### config.mk
export PLATFORM = sky130hd
export DESIGN_NAME = program_loader
export DESIGN_NICKNAME = d
export VERILOG_FILES = /design/src/rtl/program_loader_pkg.sv /design/src/rtl/program_loader.sv
export SDC_FILE = /design/constraint.sdc
export NUM_CORES = 1
export LEC_CHECK = 0
export BUFFER_PORTS_ARGS = -buffer_cell sky130_fd_sc_hd__buf_4
export CAP_MARGIN = 20
export CELL_PAD_IN_SITES_DETAIL_PLACEMENT = 0
export CELL_PAD_IN_SITES_GLOBAL_PLACEMENT = 1
export CORE_MARGIN = 5
export CORE_UTILIZATION = 43
export CTS_CLUSTER_SIZE = 8
export DETAILED_ROUTE_END_ITERATION = 12
export PLACE_DENSITY_LB_ADDON = 0.25
export SYNTH_ARGS = -nofsm -noshare
export SYNTH_HDL_FRONTEND = slang
export SYNTH_SLANG_ARGS = --single-unit
export TNS_END_PERCENT = 50
### constraint.sdc
create_clock -name clk -period 2.8 [get_ports clk]
set_clock_uncertainty 0.15 [all_clocks]
set_input_delay 0.56 -clock clk [delete_from_list [all_inputs] [get_ports clk]]
set_output_delay 0.56 -clock clk [all_outputs]
set_load 0.01 [all_outputs]
### src/rtl/program_loader_pkg.sv
// Shared sizes, loader state encoding and small helpers for the byte-stream program loader.
package program_loader_pkg;

    localparam int ADDR_WIDTH  = 4;
    localparam int DATA_WIDTH  = 8;
    localparam int RAM_DEPTH   = 16;
    localparam int COUNT_WIDTH = ADDR_WIDTH + 1;

    typedef enum logic [2:0] {
        LD_IDLE,
        LD_LEN,
        LD_DATA,
        LD_CSUM,
        LD_DONE,
        LD_ERROR
    } loader_state_t;

    function automatic logic is_receiving(input loader_state_t s);
        return (s == LD_LEN) || (s == LD_DATA) || (s == LD_CSUM);
    endfunction

    function automatic logic [DATA_WIDTH-1:0] csum_add(input logic [DATA_WIDTH-1:0] acc,
                                                       input logic [DATA_WIDTH-1:0] b);
        return acc + b;
    endfunction

endpackage

### src/rtl/program_loader.sv
// Framed byte-stream loader (LEN, data bytes, CSUM) writing RAM from address 0
// and holding the CPU halted while a frame is in flight or after a bad frame.
module program_loader #(
    parameter int ADDR_WIDTH = program_loader_pkg::ADDR_WIDTH,
    parameter int DATA_WIDTH = program_loader_pkg::DATA_WIDTH,
    parameter int RAM_DEPTH  = program_loader_pkg::RAM_DEPTH
) (
    input  logic                  clk,
    input  logic                  reset,
    input  logic                  start,
    input  logic                  in_valid,
    input  logic [DATA_WIDTH-1:0] in_data,
    output logic                  in_ready,
    output logic                  ram_we,
    output logic [ADDR_WIDTH-1:0] ram_addr,
    output logic [DATA_WIDTH-1:0] ram_wdata,
    output logic                  cpu_halt,
    output logic                  busy,
    output logic                  done,
    output logic                  error
);
    import program_loader_pkg::*;

    // One extra bit so a full-depth frame reaches RAM_DEPTH without wrapping.
    localparam int CW = ADDR_WIDTH + 1;

    loader_state_t state_q, state_next;

    logic [CW-1:0]         count_q;
    logic [CW-1:0]         len_q;
    logic [DATA_WIDTH-1:0] csum_q;
    logic                  in_ready_q;
    logic                  ram_we_q;
    logic [ADDR_WIDTH-1:0] ram_addr_q;
    logic [DATA_WIDTH-1:0] ram_wdata_q;
    logic                  cpu_halt_q;
    logic                  busy_q;
    logic                  done_q;
    logic                  error_q;

    logic xfer;
    logic len_bad;
    logic last_byte;
    logic start_ok;

    assign xfer      = in_valid && in_ready_q;
    assign len_bad   = (in_data == '0) || (in_data > DATA_WIDTH'(RAM_DEPTH));
    assign last_byte = (CW'(count_q + 1'b1) == len_q);
    assign start_ok  = start && ((state_q == LD_IDLE) || (state_q == LD_DONE) ||
                                 (state_q == LD_ERROR));

    always_comb begin
        state_next = state_q;
        case (state_q)
            LD_IDLE, LD_DONE, LD_ERROR: begin
                if (start) state_next = LD_LEN;
            end
            LD_LEN: begin
                if (xfer) state_next = len_bad ? LD_ERROR : LD_DATA;
            end
            LD_DATA: begin
                if (xfer && last_byte) state_next = LD_CSUM;
            end
            LD_CSUM: begin
                if (xfer) state_next = (in_data == csum_q) ? LD_DONE : LD_ERROR;
            end
            default: state_next = LD_IDLE;
        endcase
    end

    always_ff @(posedge clk or posedge reset) begin
        if (reset) begin
            state_q     <= LD_IDLE;
            count_q     <= '0;
            len_q       <= '0;
            csum_q      <= '0;
            in_ready_q  <= 1'b0;
            ram_we_q    <= 1'b0;
            ram_addr_q  <= '0;
            ram_wdata_q <= '0;
            cpu_halt_q  <= 1'b0;
            busy_q      <= 1'b0;
            done_q      <= 1'b0;
            error_q     <= 1'b0;
        end else begin
            state_q    <= state_next;
            // Status flags are decoded from the next state so they line up with state_q.
            in_ready_q <= is_receiving(state_next);
            busy_q     <= is_receiving(state_next);
            cpu_halt_q <= is_receiving(state_next) || (state_next == LD_ERROR);
            done_q     <= (state_next == LD_DONE);
            error_q    <= (state_next == LD_ERROR);
            ram_we_q   <= 1'b0;

            if (start_ok) begin
                count_q <= '0;
                csum_q  <= '0;
            end

            if ((state_q == LD_LEN) && xfer) begin
                len_q <= in_data[CW-1:0];
            end

            if ((state_q == LD_DATA) && xfer) begin
                ram_we_q    <= 1'b1;
                ram_addr_q  <= count_q[ADDR_WIDTH-1:0];
                ram_wdata_q <= in_data;
                csum_q      <= csum_add(csum_q, in_data);
                count_q     <= count_q + 1'b1;
            end
        end
    end

    assign in_ready  = in_ready_q;
    assign ram_we    = ram_we_q;
    assign ram_addr  = ram_addr_q;
    assign ram_wdata = ram_wdata_q;
    assign cpu_halt  = cpu_halt_q;
    assign busy      = busy_q;
    assign done      = done_q;
    assign error     = error_q;

endmodule

==> results.md <==
* Worst slew pin tran at around 570 ps
* Initial antenna violation count at 0
* Die area at about 6100 um^2
* Initial core utilization at 0.452
* GP Congestion at just under 0.8
* Post-CTS Setup Bufs at 0
* Pre-CTS setup slack at ~310 ps
* CTS root buf: clkbuf_8
* FF-to-FF Start: csum_q[1]
* TritonRoute pass-1 iters at 4
* Post-DR wirelength/cell at 14.2 um
* Unrepaired setup endpoints after global routing: no
* I/O pin cnt at 30
* Via/cell ratio at around 5.2
* Layout Utilization at 0.529
* Final HPWL DP at 2950 um
* DR WL met3 at 141 um
* Number of synthesized flops with an enable pin at 0
* Initial DRC Count at between 60 and 70
* Final Hold Fails at 0
* Synth area leaders: dfrtp_1 (47%), nand2_1 (9.0%), ha_1 (5.0%)
* Main synth FF type: dfrtp_1
* DIE HEIGHT at 78.3 um
* Commonest non-fill, non-tap cells in the layout: nand2_1 (48), dfrtp_1 (38), buf_4 (32), o21ai_0 (12)
* Startpoint types: input port
* Fillers at approximately 450
* Metal1 wirelength at slightly below 2000 um
* Crit. End Element: flip-flop
* YS warnings at 0
* # port buffers at 29
* Top Metal Used: met4
* First-pass GRT wire length at between 7000 and 8000 um
* Fraction of registers with async set/reset at 1.00
* TritonCTS Buffers at 5
* Met2 WL at approximately 1900 um
* # resized after CTS at 0
* Max Cap Viol at 0
* CTS tree: done
* Post-synthesis sequential area ratio at 0.474
* Setup violators final at 0
* P&R area growth vs syn at 17.1%
* Relative slew slack at 0.621
* Synth top area share at 0.474
* WHS at 227 ps
* Share of cells above drive strength 1 at 0.208
* # rows at 24
* Static Leak at 1.20 nW
* Critical Path RT at between 2000 and 3000 ps
* DRC viols at 0
* Largest area contributor in the netlist: dfrtp_1
* CP startpoint: in_data[2]
* Fmax at between 400 and 500 MHz
* Crit path time final at roughly 2200 ps
* HP Class: input port to async pin
* Synth unique cells at 46
* Diodes inserted at 0
* Commonest non-fill, non-tap cell in the layout: nand2_1
* Core Box Area at between 4000 and 5000 um^2
* Mapped Cells at 204
* Tcrit/Tclk final at 0.779
* Avg Inst Size Synth at about 9.8 um^2
* Routed Antenna Nets at 0
* Post-DP Area at about 2300 um^2
* Grt total ovfl at 0
* Clock latency at the later pin of the worst-skew pair at around 280 ps
* Status: complete, no violations
* Final WS setup at around 620 ps
* Critical path class: input port to flip-flop
* Sum of negative setup slack at 0 ps
* All-Layer GR Usage at 0.154
* Total nets after synthesis at about 230
* Via count at between 1500 and 2000
* Mapped Area at 2010 um^2
* CTS Hold Bufs at 0
* Seq cells post-synth at 38
* Nets at 256
* Final wirelength at 4090 um
* Die width at ~78 um
* Clock buffer depth at 2
* Clk slew on worst S/H paths at approximately 70 ps
* Slew Viols, Final at 0
* Worst endpoint data arrival time at around 2200 ps
* Pwr dens at roughly 700 nW/um^2
* Total clock sinks at 38
* CP Max Fanout at 5
* Pin count of the biggest net entering global routing at 39
* H-tree levels at 2
* Vias in the first global route at 1546
* Final instance area at around 2400 um^2
* Worst vdd ir at roughly 0.00036 V
[state kept, by name, summed over array words and instances (netlist names)]
signal,flops
csum_q,8
ram_wdata,8
count_q,5
len_q,5
ram_addr,4
state_q,3
busy,1
cpu_halt,1
done,1
error,1
ram_we,1
[cell usage after synthesis (all sizes together), types with 2 or more instances]
master,count
xor2,5
a211o,2
buf,6
o21ai,12
nand2,48
a22o,3
nor3,3
clkbuf,2
o21a,2
nand4b,2
mux2,5
nand3,3
nor2,7
and2,3
o21bai,3
and3,2
xnor2,8
a211oi,2
ha,8
nor4,3
dfrtp,38
a21o,2
nand2b,3
nor3b,3
a21oi,8
mux2i,2
inv,5
[per-layer routing]
layer / GRT usage / up-vias
met1: 0.200 / 722
met3: 0.0366 / 5
met2: 0.247 / 21
li1: - / 763
met5: 0 / -
met4: 0.0629 / 0
[final cells by class]
class / count / area [um^2] / area share
repair buffers: 32 / 240 / 0.102
multi-input cells: 152 / 976 / 0.415
flip-flops and latches: 38 / 951 / 0.404
clock inverters: 1 / 5.00 / 0.00213
inverters: 6 / 27.5 / 0.0117
well taps: 52 / 65.1 / 0.0277
clock buffers: 7 / 86.3 / 0.0367
[path summary, 6_finish.rpt]
path	endpoint	slack [ps]	depth (start not counted)
max	error	620	8
min	ram_addr[2]	230	3
max reg2reg	error	630	7
min reg2reg	ram_wdata[4]	320	2
max in group asynchronous	csum_q[2]	1950	3
min in group clk	ram_wdata[4]	320	2
[critical path, cell delays in order]
cell	delay, ps
buf_4	130
ha_1	350
nor4_1	340
a311oi_1	150
a211oi_1	230
o211a_1	240
inv_2	50
and2_1	150
[report_power, final]
part / internal, mW / switching [mW]
Clock: 0.199 / 0.182
Sequential: 0.665 / 0.0906
Combinational: 0.263 / 0.252
[per-stage QoR]
stage | instances | total power, mW
after floorplan | 204 | 1.09
final | 288 | 1.65
after global placement | 280 | 1.29
after global routing | 288 | 1.78
after detailed placement | 280 | 1.29
after CTS | 288 | 1.68
[logic make-up after synthesis]
family                     count (synthesis)  share of synthesized area
DFF                                       38                      0.474
buffers and inverters                     14                     0.0405
muxes                                      7                     0.0380
and+or+nand+nor                           82                      0.195
xor gates and xnor gates                  13                     0.0567
adders and majority gates                  9                     0.0598
AOI/OAI and AO/OA                         41                      0.136
Note: power is estimated with default switching activity, not from simulation.
